### config.mk
export PLATFORM = sky130hd
export DESIGN_NAME = oven_adc_temp_flat
export DESIGN_NICKNAME = d
export VERILOG_FILES = /design/src/rtl/oven_pkg.sv /design/src/rtl/oven_adc_temp_if.sv /design/src/rtl/oven_adc_temp_bin2bcd.sv /design/src/rtl/oven_adc_temp.sv /design/src/flat_wrapper.sv
export SDC_FILE = /design/constraint.sdc
export NUM_CORES = 1
export LEC_CHECK = 0
export BUFFER_PORTS_ARGS = -buffer_cell sky130_fd_sc_hd__buf_4
export CORE_UTILIZATION = 40
export CTS_BUF_LIST = sky130_fd_sc_hd__clkbuf_4 sky130_fd_sc_hd__clkbuf_8
export CTS_CLUSTER_DIAMETER = 80
export CTS_CLUSTER_SIZE = 28
export DETAILED_ROUTE_END_ITERATION = 8
export GPL_TIMING_DRIVEN = 0
export PLACE_DENSITY = 0.55
export SLEW_MARGIN = 20
export SYNTH_ARGS = -nofsm -noshare
export SYNTH_HDL_FRONTEND = slang
export SYNTH_SLANG_ARGS = --single-unit
### constraint.sdc
create_clock -name clk -period 11.1 [get_ports clk]
set_input_delay 1.665 -clock clk [delete_from_list [all_inputs] [get_ports clk]]
set_output_delay 1.665 -clock clk [all_outputs]
set_load 0.02 [all_outputs]
### src/rtl/oven_pkg.sv
// Shared constants and types for the oven ADC front end.
// Imported by the bus interface, the BCD converter and the top.
package oven_pkg;
    localparam int ADC_W        = 12;
    localparam int TEMP_W       = 8;
    localparam int BCD_DIGITS   = 4;
    localparam int FULL_SCALE_C = 250;

    // Full-scale product width: 4095 * 250 needs 20 bits.
    localparam int PROD_W = ADC_W + $clog2(FULL_SCALE_C);

    typedef logic [3:0] bcd_digit_t;
endpackage

### src/rtl/oven_adc_temp_if.sv
// Sample/result bus between the ADC readout and the oven_adc_temp block.
// The master drives samples; the slave returns temperature and BCD display code.
interface oven_adc_temp_if;
    import oven_pkg::*;

    logic [ADC_W-1:0]        data;
    logic [TEMP_W-1:0]       temp;
    logic [4*BCD_DIGITS-1:0] digit_adc;

    modport master (output data, input temp, input digit_adc);
    modport slave  (input data, output temp, output digit_adc);
endinterface

### src/rtl/oven_adc_temp_bin2bcd.sv
// Purely combinational binary-to-BCD converter (unrolled shift-add-3).
module bin2bcd
    import oven_pkg::*;
(
    input  logic [ADC_W-1:0]        bin,
    output logic [4*BCD_DIGITS-1:0] bcd
);
    localparam int BCD_W = 4 * BCD_DIGITS;
    localparam int SW    = ADC_W + BCD_W;

    logic [SW-1:0] scratch;
    bcd_digit_t    nib;

    // Scratch holds {bcd, bin}; each step corrects digits >= 5 then shifts in one bit.
    always_comb begin
        scratch = {{BCD_W{1'b0}}, bin};
        nib     = '0;
        for (int i = 0; i < ADC_W; i++) begin
            for (int d = 0; d < BCD_DIGITS; d++) begin
                nib = scratch[ADC_W + 4*d +: 4];
                if (nib >= 4'd5) begin
                    scratch[ADC_W + 4*d +: 4] = nib + 4'd3;
                end
            end
            scratch = scratch << 1;
        end
        bcd = scratch[SW-1 -: BCD_W];
    end
endmodule

### src/rtl/oven_adc_temp.sv
// Two-stage pipeline: register ADC code, then register scaled temperature
// and its BCD display copy, both derived from the same captured sample.
module oven_adc_temp
    import oven_pkg::*;
(
    input  logic             clk,
    input  logic             rst_n,
    oven_adc_temp_if.slave   bus
);
    logic [ADC_W-1:0]        data_q,  data_d;
    logic [TEMP_W-1:0]       temp_q,  temp_d;
    logic [4*BCD_DIGITS-1:0] digit_q, digit_d;
    logic [PROD_W-1:0]       product;
    logic [4*BCD_DIGITS-1:0] bcd_w;

    bin2bcd u_bin2bcd (
        .bin (data_q),
        .bcd (bcd_w)
    );

    // Result never exceeds 249, so truncating the shifted product is lossless.
    always_comb begin
        data_d  = bus.data;
        product = PROD_W'(data_q) * PROD_W'(FULL_SCALE_C);
        temp_d  = TEMP_W'(product >> ADC_W);
        digit_d = bcd_w;
    end

    always_ff @(posedge clk) begin
        if (!rst_n) begin
            data_q  <= '0;
            temp_q  <= '0;
            digit_q <= '0;
        end else begin
            data_q  <= data_d;
            temp_q  <= temp_d;
            digit_q <= digit_d;
        end
    end

    assign bus.temp      = temp_q;
    assign bus.digit_adc = digit_q;
endmodule

### src/flat_wrapper.sv
// flat-port wrapper written by rule: the top's interface ports become plain ports
module oven_adc_temp_flat import oven_pkg::*;
  (clk, rst_n, bus_data, bus_temp, bus_digit_adc);
  oven_adc_temp_if bus_i ();
  input  logic clk;
  input  logic rst_n;
  input wire logic [$bits(bus_i.data)-1:0] bus_data;
  output wire logic [$bits(bus_i.temp)-1:0] bus_temp;
  output wire logic [$bits(bus_i.digit_adc)-1:0] bus_digit_adc;
  assign bus_i.data = bus_data;
  assign bus_temp = bus_i.temp;
  assign bus_digit_adc = bus_i.digit_adc;
  oven_adc_temp u_core (.clk(clk), .rst_n(rst_n), .bus(bus_i));
endmodule
==> flow_summary_export.csv, run 1 <==
group,metric,value,unit
hold_path,hp-class,"flip-flop to flip-flop",
yosys,synth_nets,792,
power_and_ir_drop,power_density,205.6,nW/µm²
clock_network,cts_setup_buffers,0,
yosys,ys.warnings.count,0,
finish,drive_gt1_share,16.05,%
clock_network,hold_buffers,0,
timing,skew,9.777,ps
worst_setup_path,crit_path_end_kind,"flip-flop",
yosys,syn-cell-area,5736,µm²
worst_setup_path,cp_max_fo,10,
route,vias_per_cell,5.987,
worst_setup_path,critPathLaunchType,"flip-flop",
yosys,syn_inst,685,
worst_setup_path,critical_path_class,"flip-flop to flip-flop",
floorplan,dieWidth,121.7,µm
timing,post-route-min-period,9632,ps
yosys,synth-edff-count,0,
job,cap_violations,0,
yosys,synth_top_area_cell,"fa_1",
clock_network,clk_pin_slew,80,ps
worst_setup_path,r2r_slack,1470,ps
worst_setup_path,cp_common_cell,"ha_1",
worst_setup_path,cp_slowest_cell,"dfxtp_1",
worst_setup_path,slowest_delay,670,ps
worst_setup_path,crit_family,"compound AO/OA/AOI/OAI gates",
global_routing,grt_max_degree,15,
timing,whs,585.2,ps
timing,relSlewSlack,46.50,%
clock_network,htree_levels,2,
worst_setup_path,cp.required,11290,ps
timing,setup_tns,0,ps
timing,rsz0062_at_grt,"false",
floorplan,core,13930,µm²
finish,area_growth,10.23,%
floorplan,fp.dieH,121.7,µm
power_and_ir_drop,total_power,1.300,mW
worst_setup_path,cp.arrival,9820,ps
yosys,netlist.area_leader.share,12.91,%
yosys,ys_seq_area_share,12.22,%
status,status,"finished, final reports clean",
place,dpl.hpwl,11340,µm
place,gp_congestion,0.8899,
yosys,synthFlopType,"dfxtp_1",
yosys,yosysUniqueCellTypes,98,
clock_network,cts_tree,"done",
global_routing,grt_pass1_vias,5161,
yosys,synthArstFlopShare,0,%
global_routing,grt-ovfl-total,0,
route,vias,5448,
place,portBuffers,36,
finish,fillCellCount,1390,
clock_network,cts_buffers,5,
power_and_ir_drop,ir_worst_vdd,0.08681,mV
yosys,yosys-top-cells-area,"fa_1, dfxtp_1, ha_1",
global_routing,track_usage,21.22,%
finish,nNetsFinal,835,
clock_network,clk_latency,310,ps
timing,fin_crit_sh,86.77,%
yosys,syn_avg_cell_area,8.373,µm²
clock_network,cts_root_buffer,"clkbuf_8",
clock_network,ctsResizeCount,0,
floorplan,rows,43,
route,ant_nets,0,
route,drt-pass1-iter-count,5,
timing,report.final.slew_viol_count,0,
route,wl_per_cell,16.37,µm
floorplan,pin_count,38,
worst_setup_path,critPathBufInv,6,
route,drc,0,
clock_network,cts.sinks,35,
yosys,ys_seq_elements,35,
global_routing,grt_pass1_wl,25180,µm
route,drtIter0Drc,403,
timing,finalSetupViolations,0,
floorplan,fp.dieArea,14820,µm²
clock_network,clock_path_buffers,2,
global_routing,antenna_found_initial,1,
route,routed_wirelength,14900,µm
timing,worst-slew-pin-transition,799.5,ps
floorplan,initial_core_util,41.16,%
timing,max_freq,103.8,MHz
timing,hold_violations,0,
power_and_ir_drop,leakage,2.742,nW
[metal layers]
| metal | part of all wire [%] | vias up | GRT usage (%) |
|---|---|---|---|
| met3 | 4.4 | 19 | 3.277 |
| met5 | 0 | - | 0 |
| met2 | 46 | 156 | 33.72 |
| met1 | 48 | 2620 | 29.30 |
| li1 | - | 2653 | - |
| met4 | 1.7 | 0 | 6.636 |
[per-stage QoR]
| stage | instance area (µm²) | setup slack (ps) | utilization [%] | std cells |
|---|---|---|---|---|
| detailed placement | 6231 | 1631 | 44.72 | 901 |
| finish | 6322 | 1468 | 45.37 | 910 |
| floorplan | 5736 | 2930 | - | 685 |
| global route | 6320 | 569.4 | 45.35 | 909 |
| CTS | 6320 | 1570 | 45.35 | 909 |
| global placement | 6231 | 1799 | 44.72 | 901 |
[cells in the mapped netlist (all sizes together), types with 4 or more instances]
master,instances
a211o,4
a211oi,16
a21o,11
a21oi,46
a221oi,4
a311oi,5
a31oi,10
a32oi,4
and2,22
and3,8
buf,11
clkbuf,21
dfxtp,35
fa,37
ha,56
inv,45
mux2i,12
nand2,47
nand2b,4
nand3,20
nand4,10
nor2,51
nor3,27
nor4,4
o211a,5
o211ai,12
o21a,6
o21ai,40
o21bai,4
o221ai,5
o22ai,6
o311ai,8
o31ai,7
o32ai,4
or2,6
or3,6
xnor2,16
xor2,4
[registers in the layout, summed over array words and instances, names as in the netlist]
name and flops:
u_core.bus.temp 8, u_core.data_q 12, u_core.bus.digit_adc 15
[logic make-up (layout without fill, tap and decap cells)]
family                   count (synthesis)  after routing  synth area share (%)
adder cells (fa/ha/maj)                 93             93                 25.13
XOR/XNOR                                20             20                 3.578
other                                    1              2               0.06538
flip-flops                              35             35                 12.22
multiplexers                            15             15                 3.185
AND/OR/NAND/NOR                        216            216                 19.83
buffers and inverters                   78            122                 5.715
AO/OA/AOI/OAI                          227            227                 30.28
[area by class of cell]
class	count	area (µm²)	share of cell area, %
multi-input cells	572	4707	74.45
repair buffers	36	270.3	4.275
clock buffers	7	83.83	1.326
diodes	1	2.502	0.03958
inverters	46	175.2	2.771
well taps	180	225.2	3.562
plain buffers	32	152.6	2.414
flip-flops and latches	35	700.7	11.08
clock inverters	1	5.005	0.07916
[placed cells by master, fill, tap and decap left out, types with 5 or more instances in the layout]
cell and n:
a211oi_1 12, o311ai_0 5, o211ai_1 12, nand2_1 46, o21a_1 6, clkbuf_1 21
nor3_1 21, mux2i_1 10, nor3_2 5, o21ai_1 10, o22ai_1 6, fa_1 37
inv_1 41, buf_4 39, ha_1 56, or3_1 5, dfxtp_1 35, clkbuf_8 5
and2_1 21, buf_2 5, nand3_1 20, and3_1 8, nor2_1 49, nand4_1 10
a21oi_1 40, xnor2_1 12, o21ai_0 26, a31oi_1 9, a21o_1 9
[final timing paths]
| path | from | to | depth (start not counted) |
|---|---|---|---|
| setup / recovery | u_core.data_q[10] | u_core.bus.digit_adc[12] | 41 |
| hold reg to reg | u_core.data_q[0] | u_core.bus.digit_adc[0] | 1 |
| setup reg to reg | u_core.data_q[10] | u_core.bus.digit_adc[12] | 41 |
| hold / removal | u_core.data_q[0] | u_core.bus.digit_adc[0] | 1 |
[power breakdown]
part	internal, mW	switching (mW)	total (mW)	leakage [nW]
Clock	0.0491	0.0550	0.104	0.0491
Combinational	0.415	0.613	1.03	2.40
Sequential	0.154	0.0146	0.168	0.290
Total	0.617	0.683	1.30	2.74
[worst reg2reg max path, delay by kind of cell, from the launching register on]
| kind | cells | cell delay, ps |
|---|---|---|
| adder cells (fa/ha/maj) | 7 | 1870 |
| flip-flops | 1 | 670 |
| AND/OR/NAND/NOR | 10 | 2000 |
| XOR/XNOR | 3 | 740 |
| multiplexers | 1 | 270 |
| buffers and inverters | 6 | 820 |
| AO/OA/AOI/OAI | 14 | 3170 |
No activity file was read; power rests on OpenSTA's default activity.
==> inputs of run 2 (changes only) <==
--- a/config.mk
+++ b/config.mk
@@ -6,6 +6,7 @@
 export NUM_CORES = 1
 export LEC_CHECK = 0
 export BUFFER_PORTS_ARGS = -buffer_cell sky130_fd_sc_hd__buf_4
+export CAP_MARGIN = 20
 export CORE_UTILIZATION = 40
 export CTS_BUF_LIST = sky130_fd_sc_hd__clkbuf_4 sky130_fd_sc_hd__clkbuf_8
 export CTS_CLUSTER_DIAMETER = 80
@@ -16,4 +17,5 @@
 export SLEW_MARGIN = 20
 export SYNTH_ARGS = -nofsm -noshare
 export SYNTH_HDL_FRONTEND = slang
+export SYNTH_HIERARCHICAL = 1
 export SYNTH_SLANG_ARGS = --single-unit
==> flow_summary_export.csv, run 2 <==
group,metric,value,unit
timing,relSlewSlack,48.70,%
worst_setup_path,r2r-end,"u_core/bus.digit_adc[7]",
power_and_ir_drop,switching_power,703.6,µW
timing,hold_violations,0,
worst_setup_path,cp_slowest_cell,"a211oi_1",
worst_setup_path,reg2reg_from,"u_core/data_q[9]",
yosys,synth_nets,786,
clock_network,hold_buffers,0,
finish,area_growth,11.67,%
finish,layout_common_cells,"inv_1, ha_1, nand2_1, buf_4",
global_routing,grt_pass1_wl,22130,µm
job,cap_violations,0,
worst_setup_path,crit_path_end_kind,"flip-flop",
worst_setup_path,slowest_delay,690,ps
finish,largest_reg_flops,16,
timing,rsz0062_at_grt,"false",
clock_network,clk_latency,310,ps
timing,skew,15.04,ps
yosys,ys_seq_elements,36,
yosys,yosys-top-cells-area,"ha_1, fa_1, dfxtp_1",
route,routed_wirelength,12670,µm
finish,nNetsFinal,830,
yosys,synth_common_cells,"inv_1, ha_1, nand2_1",
worst_setup_path,cp.required,11300,ps
finish,drive_gt1_share,14.31,%
power_and_ir_drop,ir_worst_vdd,0.1152,mV
worst_setup_path,cp_common_cell,"ha_1",
global_routing,grt-ovfl-total,0,
worst_setup_path,crit_family,"compound AO/OA/AOI/OAI gates",
power_and_ir_drop,leakage,2.926,nW
clock_network,clock_path_buffers,2,
power_and_ir_drop,combinationalPowerShare,76.7,%
timing,setup_tns,0,ps
power_and_ir_drop,power_density,232.5,nW/µm²
timing,post-route-min-period,9809,ps
clock_network,cts_setup_buffers,0,
worst_setup_path,critPathBufInv,9,
route,ant_nets,0,
yosys,synth_top_area_cell,"ha_1",
place,dpl.hpwl,10110,µm
clock_network,cts_root_buffer,"clkbuf_8",
timing,finalSetupViolations,0,
place,gp_congestion,0.8329,
timing,worst-slew-pin-transition,764.9,ps
route,drc,0,
clock_network,ctsResizeCount,0,
floorplan,rows,42,
yosys,synth-edff-count,0,
timing,report.final.slew_viol_count,0,
finish,fillCellCount,1355,
worst_setup_path,critPathLaunchType,"flip-flop",
yosys,yosysUniqueCellTypes,103,
timing,max_freq,102.0,MHz
worst_setup_path,r2r_cells,44,
floorplan,fp.dieArea,14550,µm²
power_and_ir_drop,seqPwrFrac,11.8,%
power_and_ir_drop,switching_share,48.15,%
global_routing,antenna_found_initial,0,
finish,diodes,0,
hold_path,hp-class,"flip-flop to flip-flop",
clock_network,clk_pin_slew,90,ps
floorplan,initial_core_util,41.67,%
yosys,synthArstFlopShare,0,%
route,vias_per_cell,5.467,
worst_setup_path,crit_cells,44,
power_and_ir_drop,internal_power,757.6,µW
place,place_inst,888,
place,portBuffers,37,
clock_network,cts.sinks,36,
global_routing,grt_max_degree,15,
yosys,ys_seq_area_share,12.81,%
status,status,"finished, final reports clean",
yosys,synth_most_common_cell,"inv_1",
route,drt-pass1-iter-count,5,
finish,post-route-util,46.54,%
floorplan,core,13510,µm²
hold_path,min_to,"u_core/bus.digit_adc[0]",
yosys,syn_avg_cell_area,8.338,µm²
timing,fin_crit_sh,88.37,%
power_and_ir_drop,clockPowerShare,11.5,%
yosys,syn-cell-area,5628,µm²
clock_network,htree_levels,2,
clock_network,cts_tree,"done",
worst_setup_path,critical_path_class,"flip-flop to flip-flop",
global_routing,grt_pass1_vias,4626,
floorplan,dieWidth,120.6,µm
finish,layout_commonest_cell,"inv_1",
global_routing,track_usage,18.48,%
yosys,synthFlopType,"dfxtp_1",
worst_setup_path,r2r_slack,1290,ps
route,drtIter0Drc,282,
route,vias,4898,
clock_network,cts_buffers,5,
yosys,syn_inst,675,
yosys,netlist.area_leader.share,13.34,%
finish,instances_no_fill,896,
hold_path,hold_depth,2,
worst_setup_path,cp.arrival,10010,ps
worst_setup_path,cp_max_fo,10,
floorplan,pin_count,38,
floorplan,fp.dieH,120.6,µm
hold_path,hold_path_startpoint,"u_core/data_q[0]",
yosys,ys.warnings.count,6,
route,wl_per_cell,14.14,µm
run 2: final cells by class:
type | instances | area, µm² | area share (%)
Inverter | 90 | 337.8 | 5.375
Clock buffer | 5 | 68.82 | 1.095
Tap cell | 176 | 220.2 | 3.504
Clock inverter | 3 | 90.09 | 1.433
Multi-Input combinational cell | 521 | 4432 | 70.52
Timing Repair Buffer | 37 | 277.8 | 4.420
Buffer | 28 | 137.6 | 2.190
Sequential cell | 36 | 720.7 | 11.47
run 2: through the flow:
step                      worst slack [ps]  power, mW  hold slack (ps)  instance area (µm²)
after detailed placement              1441      1.288            716.0                 6126
after global placement                1673      1.258            710.6                 6126
after floorplan                       2933      1.075            647.8                 5628
final                                 1291      1.461            706.8                 6285
after global routing                 377.7      1.613            752.5                 6285
after CTS                             1391      1.469            730.2                 6285
run 2: cells by family after synthesis:
kind of cell    after synthesis  share of synthesized area, %
simple gates                194                         18.25
compound gates              189                         26.19
mux                          20                         3.957
xor+xnor                     20                         3.780
buf+inv                     118                         8.448
flops                        36                         12.81
other cells                   1                       0.06663
fa+ha+maj                    97                         26.50
run 2: per-layer routing:
metal  track usage (%)  wire, µm
met1             25.76      6293
met2             30.50      5804
met3             1.415       397
met4             5.324       176
met5                 0         0
run 2: worst reg2reg max path, delay by kind of cell, from the launching register on:
kind / cells / cell delay [ps]
AOI/OAI and AO/OA: 13 / 3540
and+or+nand+nor: 11 / 1920
buffers and inverters: 9 / 1400
xor gates and xnor gates: 1 / 150
adders and majority gates: 9 / 1860
DFF: 1 / 540
muxes: 1 / 320
run 2: how the worst max path moves through the flow:
stage,start,endpoint,slack (ps)
6_report,u_core/data_q[9],u_core/bus.digit_adc[7],1290
5_1_grt,u_core/data_q[9],u_core/bus.digit_adc[7],380
4_1_cts,u_core/data_q[9],u_core/bus.digit_adc[7],1390
3_5_place_dp,u_core/data_q[9],u_core/bus.digit_adc[7],1440
3_3_place_gp,u_core/data_q[9],u_core/bus.digit_adc[7],1670
2_1_floorplan,u_core/data_q[9],u_core/bus.digit_adc[7],2930
run 2: power groups by stage:
stage	combinational (mW)	sequential (mW)	clock, mW
global placement	1.08	0.176	0
global route	1.26	0.176	0.177
CTS	1.12	0.173	0.173
finish	1.12	0.173	0.168
detailed placement	1.11	0.176	0
floorplan	0.870	0.205	0
